$ cat config.mk
export PLATFORM = sky130hd
export DESIGN_NAME = game_timer
export DESIGN_NICKNAME = d
export VERILOG_FILES = /design/src/rtl/game_timer.sv
export SDC_FILE = /design/constraint.sdc
export NUM_CORES = 1
export LEC_CHECK = 0
export CAP_MARGIN = 30
export CORE_MARGIN = 5
export CORE_UTILIZATION = 45
export CTS_BUF_LIST = sky130_fd_sc_hd__clkbuf_4 sky130_fd_sc_hd__clkbuf_8
export CTS_CLUSTER_SIZE = 10
export DETAILED_ROUTE_END_ITERATION = 7
export GPL_TIMING_DRIVEN = 0
export MAX_ROUTING_LAYER = met4
export PLACE_DENSITY = 0.81
export SKIP_LAST_GASP = 1
export SLEW_MARGIN = 20
export SYNTH_ARGS = -nofsm -noshare
export SYNTH_HDL_FRONTEND = slang
export SYNTH_SLANG_ARGS = --single-unit
$ cat constraint.sdc
create_clock -name clk -period 2.1 [get_ports clk]
set_clock_uncertainty 0.2 [all_clocks]
set_input_delay 0.42 -clock clk [delete_from_list [all_inputs] [get_ports clk]]
set_output_delay 0.42 -clock clk [all_outputs]
set_load 0.01 [all_outputs]
$ cat src/rtl/game_timer.sv
// Programmable round/phase timer: RUN phases QUIET, PRE and DONE, in periodic or one-shot mode.
// Optional prescaler enabled by defining GAME_TIMER_PRESCALE_EN.
module game_timer #(
  parameter int WIDTH    = 4,
  parameter int PERIOD   = 10,
  parameter int PRE_LEN  = 2,
  parameter int DONE_LEN = 2,
  parameter int PRESCALE = 4
) (
  input  logic             clk,
  input  logic             rst,
  input  logic             start,
  input  logic             en,
  input  logic             mode,
  input  logic [WIDTH-1:0] period,
  output logic             pre,
  output logic             done,
  output logic             busy,
  output logic             wrap,
  output logic [WIDTH-1:0] count
);

  typedef enum logic {IDLE, RUN} state_t;

  localparam logic [WIDTH-1:0] MIN_P     = WIDTH'(PRE_LEN + DONE_LEN + 1);
  localparam logic [WIDTH-1:0] PHASE_LEN = WIDTH'(PRE_LEN + DONE_LEN);
  localparam logic [WIDTH-1:0] DONE_W    = WIDTH'(DONE_LEN);

  if (PRE_LEN + DONE_LEN + 1 > (2 ** WIDTH) - 1) begin : g_bad_phase_len
    $error("game_timer: PRE_LEN+DONE_LEN+1 does not fit in WIDTH bits");
  end
  if (PRESCALE < 1) begin : g_bad_prescale
    $error("game_timer: PRESCALE must be at least 1");
  end

  // Zero selects the default period; anything too short for all phases is raised to MIN_P.
  function automatic logic [WIDTH-1:0] clamp_period(input logic [WIDTH-1:0] req);
    logic [WIDTH-1:0] p;
    p = (req == '0) ? WIDTH'(PERIOD) : req;
    return (p < MIN_P) ? MIN_P : p;
  endfunction

  state_t           state_reg, state_next;
  logic [WIDTH-1:0] count_reg, count_next;
  logic [WIDTH-1:0] period_reg, period_next;
  logic             mode_reg, mode_next;
  logic             step;

`ifdef GAME_TIMER_PRESCALE_EN
  localparam int PS_W = (PRESCALE > 1) ? $clog2(PRESCALE) : 1;
  localparam logic [PS_W-1:0] PS_LAST = PS_W'(PRESCALE - 1);

  logic [PS_W-1:0] presc_reg, presc_next;

  always_comb begin
    presc_next = presc_reg;
    if (start) begin
      presc_next = '0;
    end else if (state_reg == RUN && en) begin
      presc_next = (presc_reg == PS_LAST) ? '0 : presc_reg + PS_W'(1);
    end
  end

  always_ff @(posedge clk) begin
    if (rst) presc_reg <= '0;
    else     presc_reg <= presc_next;
  end

  assign step = en && (presc_reg == PS_LAST);
`else
  assign step = en;
`endif

  always_comb begin
    state_next  = state_reg;
    count_next  = count_reg;
    period_next = period_reg;
    mode_next   = mode_reg;
    wrap        = 1'b0;
    if (start) begin
      // Restart wins over stepping, so a wrap due this cycle is dropped.
      state_next  = RUN;
      count_next  = '0;
      period_next = clamp_period(period);
      mode_next   = mode;
    end else if (state_reg == RUN && step) begin
      if (count_reg == period_reg - WIDTH'(1)) begin
        wrap       = 1'b1;
        count_next = '0;
        if (mode_reg) state_next = IDLE;
      end else begin
        count_next = count_reg + WIDTH'(1);
      end
    end
  end

  always_ff @(posedge clk) begin
    if (rst) begin
      state_reg  <= IDLE;
      count_reg  <= '0;
      period_reg <= clamp_period('0);
      mode_reg   <= 1'b0;
    end else begin
      state_reg  <= state_next;
      count_reg  <= count_next;
      period_reg <= period_next;
      mode_reg   <= mode_next;
    end
  end

  assign busy  = (state_reg == RUN);
  assign count = count_reg;
  assign pre   = busy && (count_reg >= period_reg - PHASE_LEN) && (count_reg < period_reg - DONE_W);
  assign done  = busy && (count_reg >= period_reg - DONE_W);

endmodule

==> out/results.ini <==
[placed_design]
place_area_um2 = 930
portBuffers = 15
place.gp.congestion = 0.746
hpwl_mm = 1.24
dp.cells = 116

[global_route]
grt-ovfl-total = 0
grt_max_degree = 11
track_usage_pct = 17.4
grt_pass1_wl_mm = 3.24
grt_pass1_vias = 708
antenna_found_initial = 0

[floorplan]
dieArea_um2 = 2540
start_util_pct = 48.2
core_area_um2 = 1520
rows = 14
die_w_um = 50.4
die_height_um = 50.4
ios = 17

[logic_synthesis]
syn_inst = 85
yosys_warnings = 0
synthFlopType = dfxtp_1
syn_area_per_cell_um2 = 8.64
yosysTopAreaCell = dfxtp_1
yosys.cell_types.count = 26
synth_edf_count = 0
synthTopCellsByArea = dfxtp_1 (27%), ha_1 (19%), xnor2_1 (11%), nor2_1 (5.6%), nor4_1 (3.4%)
synth_seq_area_share_pct = 27.3
synth_fp_nets = 105
synthArstFlopShare_pct = 0
syn-cell-area_um2 = 734
synth-seq-cells = 10
ys_top_cells_by_count = ha_1 (11), nor2_1 (11), dfxtp_1 (10)
synth.top_cell.area_share_pct = 27.3

[status]
violations = negative setup slack
status = finished with violations

[final_layout]
stdcell_area_um2 = 1120
diodes = 0
utilization_pct = 73.4
stdcell_count = 127
final_nets = 132
drive_gt1_share_pct = 33.3
syn_to_final_growth_pct = 52.3

[worst_setup_path]
crit_arrival_ns = 1.83
endpoint_kind = primary output
critPathKind = flop to primary output
path_max_fanout = 2
critPathRequiredTime_ns = 1.48
start_kind = flop

[timing]
worst_slew_pin_slew_ns = 0.475
slew_headroom_pct = 68.4
rsz0062_at_grt = true
setup_viol = 3
fin_setup_tns_ns = -0.986
fin_ws_ns = -0.349
post-route-period-util_pct = 117
slew_viol_final = 0
period_needed_ns = 2.45
max_freq_mhz = 408
worst_hold_slack_ns = 0.329
hold_viol_final = 0

[clock_tree]
cts_made_buffers = 3
h-tree-depth = 1
root_buffer = clkbuf_4
clk_pin_slew_ns = 0.07
clk_latency_ns = 0.26
clock-sinks = 10
cts_buffer_depth = 2
cts_tree = built

[detailed_routing]
route.detailed.drc = 0
wl_met2_mm = 1.04
drt_iter0_drc = 18
wire_per_inst_um = 15.1
vias_per_cell = 5.42
route.met3.wl_um = 100
dr.pass1.iters = 3
drt-met1-wl_um = 761
drt_wl_total_mm = 1.92
vias = 688
top_layer = met4
ant_nets = 0

[power_and_ir_drop]
ir_drop_mv = 0.346
power_leakage_uw = 0.000435
p_int_uw = 390
pwr-share-seq_pct = 38.5
power_frac_comb_pct = 29.6
swShare_pct = 27.9
clock_power_share_pct = 31.9
p_sw_uw = 151
power_density_nw_per_um2 = 483

[min_path]
min_path_type = primary input to flop

[job]
cap_violations = 0

-- placed cells by master, fill, tap and decap left out, types with 2 or more instances in the layout --
cell type / synthesis / final
nor4_1: 4 / 4
xor2_1: 2 / 2
ha_4: 0 / 6
o21ai_0: 4 / 2
inv_2: 0 / 3
buf_2: 0 / 2
a21boi_1: 0 / 2
a21oi_1: 4 / 4
clkbuf_4: 0 / 3
a211oi_1: 3 / 3
clkdlybuf4s50_1: 0 / 12
nand2b_1: 2 / 2
nand3_1: 3 / 3
nor2_1: 11 / 11
dfxtp_1: 10 / 6
buf_4: 0 / 6
ha_1: 11 / 5
dfxtp_2: 0 / 3
xnor2_2: 0 / 2
xnor2_1: 9 / 7
-- area by class of cell --
type / count / area (µm²)
fill: 113 / 405
clock buffer: 4 / 36.3
sequential: 10 / 208
multi-input combinational: 68 / 619
buffer: 2 / 7.51
tap: 16 / 20.0
inverter: 5 / 21.3
timing repair buffer: 22 / 206
-- path summary, 6_finish.rpt --
kind                            cells after the start           from  slack, ns        to
worst max-delay path                                7  period_reg[0]      -0.35      wrap
worst min-delay path                                2            rst       0.33  mode_reg
worst max register to register                      9  period_reg[1]       0.06  count[0]
worst min register to register                      2           busy       0.39      busy
-- per-layer routing --
layer	vias to the layer above	track usage, %
met5	-	-
met4	0	8.09
met3	4	2.66
met2	21	31.0
met1	311	18.6
li1	352	-
-- critical path, cell delays in order, from the launching register on --
cell and delay (ns):
dfxtp_2 0.34, inv_2 0.05, ha_4 0.24, xnor2_2 0.12, or3_4 0.39, nor3_4 0.15, nor2b_4 0.17, buf_6 0.10
-- cells by family (layout without fill, tap and decap cells) --
| group | after synthesis | count (layout) | share of synthesized area (%) |
|---|---|---|---|
| simple gates | 30 | 30 | 23.2 |
| mux | 1 | 1 | 1.36 |
| flops | 10 | 10 | 27.3 |
| buf+inv | 7 | 33 | 3.58 |
| compound gates | 15 | 15 | 12.8 |
| xor+xnor | 11 | 11 | 13.1 |
| fa+ha+maj | 11 | 11 | 18.7 |
-- power groups by stage --
stage | combinational [µW] | clock, µW | sequential, µW
floorplan | 72.2 | 0 | 212
global placement | 106 | 0 | 213
detailed placement | 110 | 0 | 214
CTS | 149 | 174 | 208
global route | 175 | 183 | 209
finish | 160 | 173 | 208
-- timing repair --
item                       in CTS  in global routing
resized for setup              29                  4
pin swaps                       9                  2
hold buffers                    0                  0
setup endpoints to repair       3                  3
setup buffers                   6                  1
-- stage by stage --
stage	power (µW)	worst slack (ns)
after floorplan	284	-0.0198
after global placement	320	-0.865
after detailed placement	324	-0.876
after CTS	530	-0.395
after global routing	567	-0.384
final	541	-0.349
No activity file was read; power rests on OpenSTA's default activity.
==> RTL change 1 (config.mk and constraints unchanged) <==
The parameter `PERIOD` goes from 10 to 8.
--- a/src/rtl/game_timer.sv
+++ b/src/rtl/game_timer.sv
@@ -4,3 +4,3 @@
   parameter int WIDTH    = 4,
-  parameter int PERIOD   = 10,
+  parameter int PERIOD   = 8,
   parameter int PRE_LEN  = 2,
Function: changed (Yosys sat finds a counterexample within 10 cycles, from zero or initial values and one cycle with rst high).
==> RTL change 1 against the original RTL <==
- critical path type is now input pin to primary output
- wire length grew 0.68%
- final cell count shrank 1.6%
- sequential cell count is the same
- final area grew 1.1%
- synthesized area grew 2.0%
- setup slack gained 0.10 ns
- power grew 0.55%
- the run still ends with setup timing left
- synthesized cell count shrank 1.2%
==> RTL change 1: results (changes against the original RTL) <==
The tools report the wire length of the first global-routing pass as 3.37 mm (was 3.24 mm). The slowest library cell on the worst path was sky130_fd_sc_hd__clkdlybuf4s50_1 (was sky130_fd_sc_hd__or3_4). The number of vias per cell works out to 5.54 (was 5.42). The fraction of area in registers is 18.6% (about the same), and the worst slack after detailed placement is -0.695 ns (was -0.876 ns).

The flow ran to the end, but the final reports show violations. The logs give 84 um (was 100 um) for the detailed route wirelength on metal3 and 34 (was 29) for the number of gates resized after cts. Register area share after synthesis: 26.7% (was 27.3%). The portion of total power attributed to combinational logic was 29.9% (was 29.6%). The critical path's largest stage delay was 0.60 ns (was 0.39 ns). Violations in the final reports: setup timing (unchanged). The post-route met1 wirelength is 804 um (was 761 um).

The tools report the total global-route track usage as 17.0% (was 17.4%). The run gives 921 sq um (was 930 sq um) as the placed cell area. For the count of mapped cells out of synthesis, the log shows 84 (was 85).

The cell family contributing the most delay on the critical path is buffers and inverters (was simple AND/OR/NAND/NOR gates). The logs give 104 (was 105) for the total nets after synthesis and 1.72 ns (was 1.83 ns) for the data arrival at the endpoint of the critical path. The setup violation total in the final timing report came out at 3 (unchanged). The startpoint of the worst setup timing path was start (was period_reg[0]$_SDFFE_PP0P_). The non-clock buffering overhead in the final layout is 18.1% (was 19.1%). Total number of multi-input combinational cells: 66 (was 68). The count of unique library cells instantiated by Yosys was 27 (was 26); the share of the final layout cell area in multi-input gates was 56.4% (was 55.4%). For the post-DP HPWL, the log shows 1.21 mm (was 1.24 mm). Dominant cells by area after synthesis: sky130_fd_sc_hd__dfxtp_1 27%, sky130_fd_sc_hd__ha_1 18%, sky130_fd_sc_hd__xnor2_1 8.2%, sky130_fd_sc_hd__nor4_2 6.7%, sky130_fd_sc_hd__nor2_1 5.5% (was sky130_fd_sc_hd__dfxtp_1 27%, sky130_fd_sc_hd__ha_1 19%, sky130_fd_sc_hd__xnor2_1 11%, sky130_fd_sc_hd__nor2_1 5.6%, sky130_fd_sc_hd__nor4_1 3.4%). The power per cell area was 481 nW/um^2 (was 483 nW/um^2); the final-layout fill cell count was 123 (was 113).

The tools report the final hold slack as 0.383 ns (was 0.329 ns). Most frequent cells after synthesis: 11 x sky130_fd_sc_hd__ha_1, 11 x sky130_fd_sc_hd__nor2_1, 10 x sky130_fd_sc_hd__dfxtp_1 (unchanged). The count of placed standard cells including taps came out at 115 (was 116).

The portion of total power attributed to the clock network was 32.0% (was 31.9%); the total met2 wirelength after detailed routing was 992 um (was 1.04 mm). The actual transition at the worst max-transition pin works out to 0.586 ns (was 0.475 ns). The fraction of met3 tracks used by global routing is 1.45% (was 2.66%). The final critical-path setup slack came out at -0.244 ns (was -0.349 ns). The tools report the met2 track demand over resource as 31.4% (was 31.0%). Maximum fanout encountered on the critical timing path: 10 (was 2).
RTL change 1: changes by cell type after synthesis, sizes merged:
cell	before	now
o211ai	0	1
xor2	2	4
or3	1	0
xnor2	9	7
a21oi	4	5
clkbuf	1	2
o21ai	4	2
or4	1	0
and3	0	1
nand3	3	2
RTL change 1: logic make-up (layout without fill, tap and decap cells):
| group | count (synthesis) | after routing | share of synthesized area [%] |
|---|---|---|---|
| AO/OA/AOI/OAI | 15 | 15 | 13.5 |
| XOR/XNOR | 11 | 11 | 12.9 |
| adder cells (fa/ha/maj) | 11 | 11 | 18.4 |
| buffers and inverters | 8 | 33 | 5.01 |
| flip-flops | 10 | 10 | 26.7 |
| multiplexers | 1 | 1 | 1.34 |
| AND/OR/NAND/NOR | 28 | 28 | 22.2 |
==> RTL change 2 (config.mk and constraints unchanged) <==
Made on the original files. Put a register stage on the outputs `pre` and `done`. The values now appear one clock later. The other outputs are not delayed to match.
--- a/src/rtl/game_timer.sv
+++ b/src/rtl/game_timer.sv
@@ -112,4 +112,6 @@
   assign count = count_reg;
-  assign pre   = busy && (count_reg >= period_reg - PHASE_LEN) && (count_reg < period_reg - DONE_W);
-  assign done  = busy && (count_reg >= period_reg - DONE_W);
+  always_ff @(posedge clk) begin
+    pre  <= busy && (count_reg >= period_reg - PHASE_LEN) && (count_reg < period_reg - DONE_W);
+    done <= busy && (count_reg >= period_reg - DONE_W);
+  end
 
Behaviour: not the same (Yosys sat finds a counterexample within 4 cycles, from zero or initial values and one cycle with rst high).
==> RTL change 2 against the original RTL <==
- the flow still finishes with violations (setup timing)
- sequential cell count rose by 2
- final cell count rose by 2.4%
- synthesized area rose by 5.5%
- count of clock-buffer cells in the layout did not move
- sequential power rose by 19%
- power rose by 4.7%
- setup slack improved by 0.017 ns
- highest routed layer unchanged
- die area rose by 4.4%
- final area fell by 2.6%
- sequential share of layout area rose by 3.9 points
- hold slack got worse by 0.0071 ns
- wire length fell by 6.8%
==> RTL change 2: results (changes against the original RTL) <==
The clock latency on the worst-skew pair was 0.28 ns (was 0.26 ns). The summed area of non-filler cells in the final layout is 1090 sq um (was 1120 sq um). The setup violation total in the final timing report was 1 (was 3).

The fraction of layout cells with a size suffix above 1 was 23.0% (was 33.3%); the post-DP HPWL was 1.23 mm (was 1.24 mm). The logs give 717 (was 688) for the count of vias placed by the detailed router and 4 (was 3) for the count of TritonRoute iterations in the first routing pass. The logs give 31.0% (was 27.3%) for the register area share after synthesis and -0.861 ns (was -0.876 ns) for the worst slack after detailed placement. The number of vias per cell was 5.52 (was 5.42); the CTS buffer count was 3 (unchanged).

The global placer's final weighted congestion is 0.836 (was 0.746), and the violation count after the first detailed-routing iteration is 15 (was 18). The static leakage was 0.432 nW (was 0.435 nW); the average wire length per cell after detail routing was 13.8 um (was 15.1 um). The data arrival at the endpoint of the critical path came out at 1.81 ns (was 1.83 ns). The final critical-path setup slack was -0.332 ns (was -0.349 ns); the net switching fraction of the power was 27.0% (was 27.9%). Most frequent cells after synthesis: 12 x sky130_fd_sc_hd__dfxtp_1, 11 x sky130_fd_sc_hd__ha_1, 11 x sky130_fd_sc_hd__nor2_1 (was 11 x sky130_fd_sc_hd__ha_1, 11 x sky130_fd_sc_hd__nor2_1, 10 x sky130_fd_sc_hd__dfxtp_1).

The run finished, with violations left. The tools report the total nets after synthesis as 107 (was 105). The count of placed standard cells including taps was 119 (was 116); the worst vdd rail ir drop was 0.353 mV (was 0.346 mV).

The number of nets in the layout was 134 (was 132). For the total global-route track usage, the log shows 15.2% (was 17.4%). Violations in the final reports: setup timing (unchanged).

The via count of the first global-routing pass was 678 (was 708); the mean instance size in the synthesized netlist was 8.90 sq um (was 8.64 sq um). The placed cell area is 970 sq um (was 930 sq um).
RTL change 2: worst max-delay path, cell delays in order (launching register included):
cell,delay [ns]
sky130_fd_sc_hd__dfxtp_2,0.36
sky130_fd_sc_hd__inv_4,0.04
sky130_fd_sc_hd__ha_4,0.22
sky130_fd_sc_hd__xnor2_1,0.11
sky130_fd_sc_hd__or3_4,0.38
sky130_fd_sc_hd__nor3_4,0.14
sky130_fd_sc_hd__nor2b_4,0.17
sky130_fd_sc_hd__buf_6,0.10
RTL change 2: metal layers:
layer	vias up	part of all wire, %	global-route usage [%]
li1	357	-	-
met1	334	42	16.0
met2	22	51	27.5
met3	4	4.5	2.62
met4	0	1.6	6.55
met5	-	0	-
RTL change 2: cells by family (layout without fill, tap and decap cells):
family                     Yosys count  count (layout)  share of synthesized area, %
AOI/OAI and AO/OA                   15              15                          12.1
buffers and inverters                7              33                          3.39
muxes                                1               1                          1.29
DFF                                 12              12                          31.0
and+or+nand+nor                     30              30                          22.0
xor gates and xnor gates            11              11                          12.4
adders and majority gates           11              11                          17.8
RTL change 2: path summary, 6_finish.rpt:
| path | to | cells past startpoint | slack [ns] | start |
|---|---|---|---|---|
| min | mode_reg$_SDFFE_PP0P_ | 2 | 0.32 | rst |
| min reg2reg | period_reg[2]$_SDFFE_PP0P_ | 2 | 0.33 | period_reg[2]$_SDFFE_PP0P_ |
| max reg2reg | count[3]$_SDFFE_PP0P_ | 9 | 0.07 | period_reg[1]$_SDFFE_PP1P_ |
| max | wrap | 7 | -0.33 | period_reg[1]$_SDFFE_PP1P_ |
RTL change 2: final cells by class:
| type | count | area (sq um) |
|---|---|---|
| fill | 135 | 599 |
| timing repair buffer | 22 | 204 |
| tap | 17 | 21.3 |
| sequential | 12 | 245 |
| inverter | 5 | 21.3 |
| buffer | 2 | 7.51 |
| clock buffer | 4 | 36.3 |
| multi-input combinational | 68 | 554 |
RTL change 2: power by group through the flow:
| stage | logic [mW] | clock network, mW | registers [mW] |
|---|---|---|---|
| after floorplan | 0.0713 | 0 | 0.253 |
| after global placement | 0.106 | 0 | 0.254 |
| after detailed placement | 0.109 | 0 | 0.254 |
| after CTS | 0.124 | 0.192 | 0.247 |
| after global routing | 0.145 | 0.205 | 0.250 |
| final | 0.130 | 0.188 | 0.248 |
RTL change 2: per-stage QoR:
stage | hold WS [ns] | TNS [ns]
detailed placement | 0.300 | -0.861
finish | 0.322 | -0.332
CTS | 0.307 | -0.389
global placement | 0.290 | -0.869
global route | 0.361 | -0.448
floorplan | 0.271 | -0.0185
RTL change 2: timing repair:
item	in CTS	in global routing
buffers inserted	6	1
pin swaps	2	1
setup endpoints to repair	1	1
resized for setup	7	5
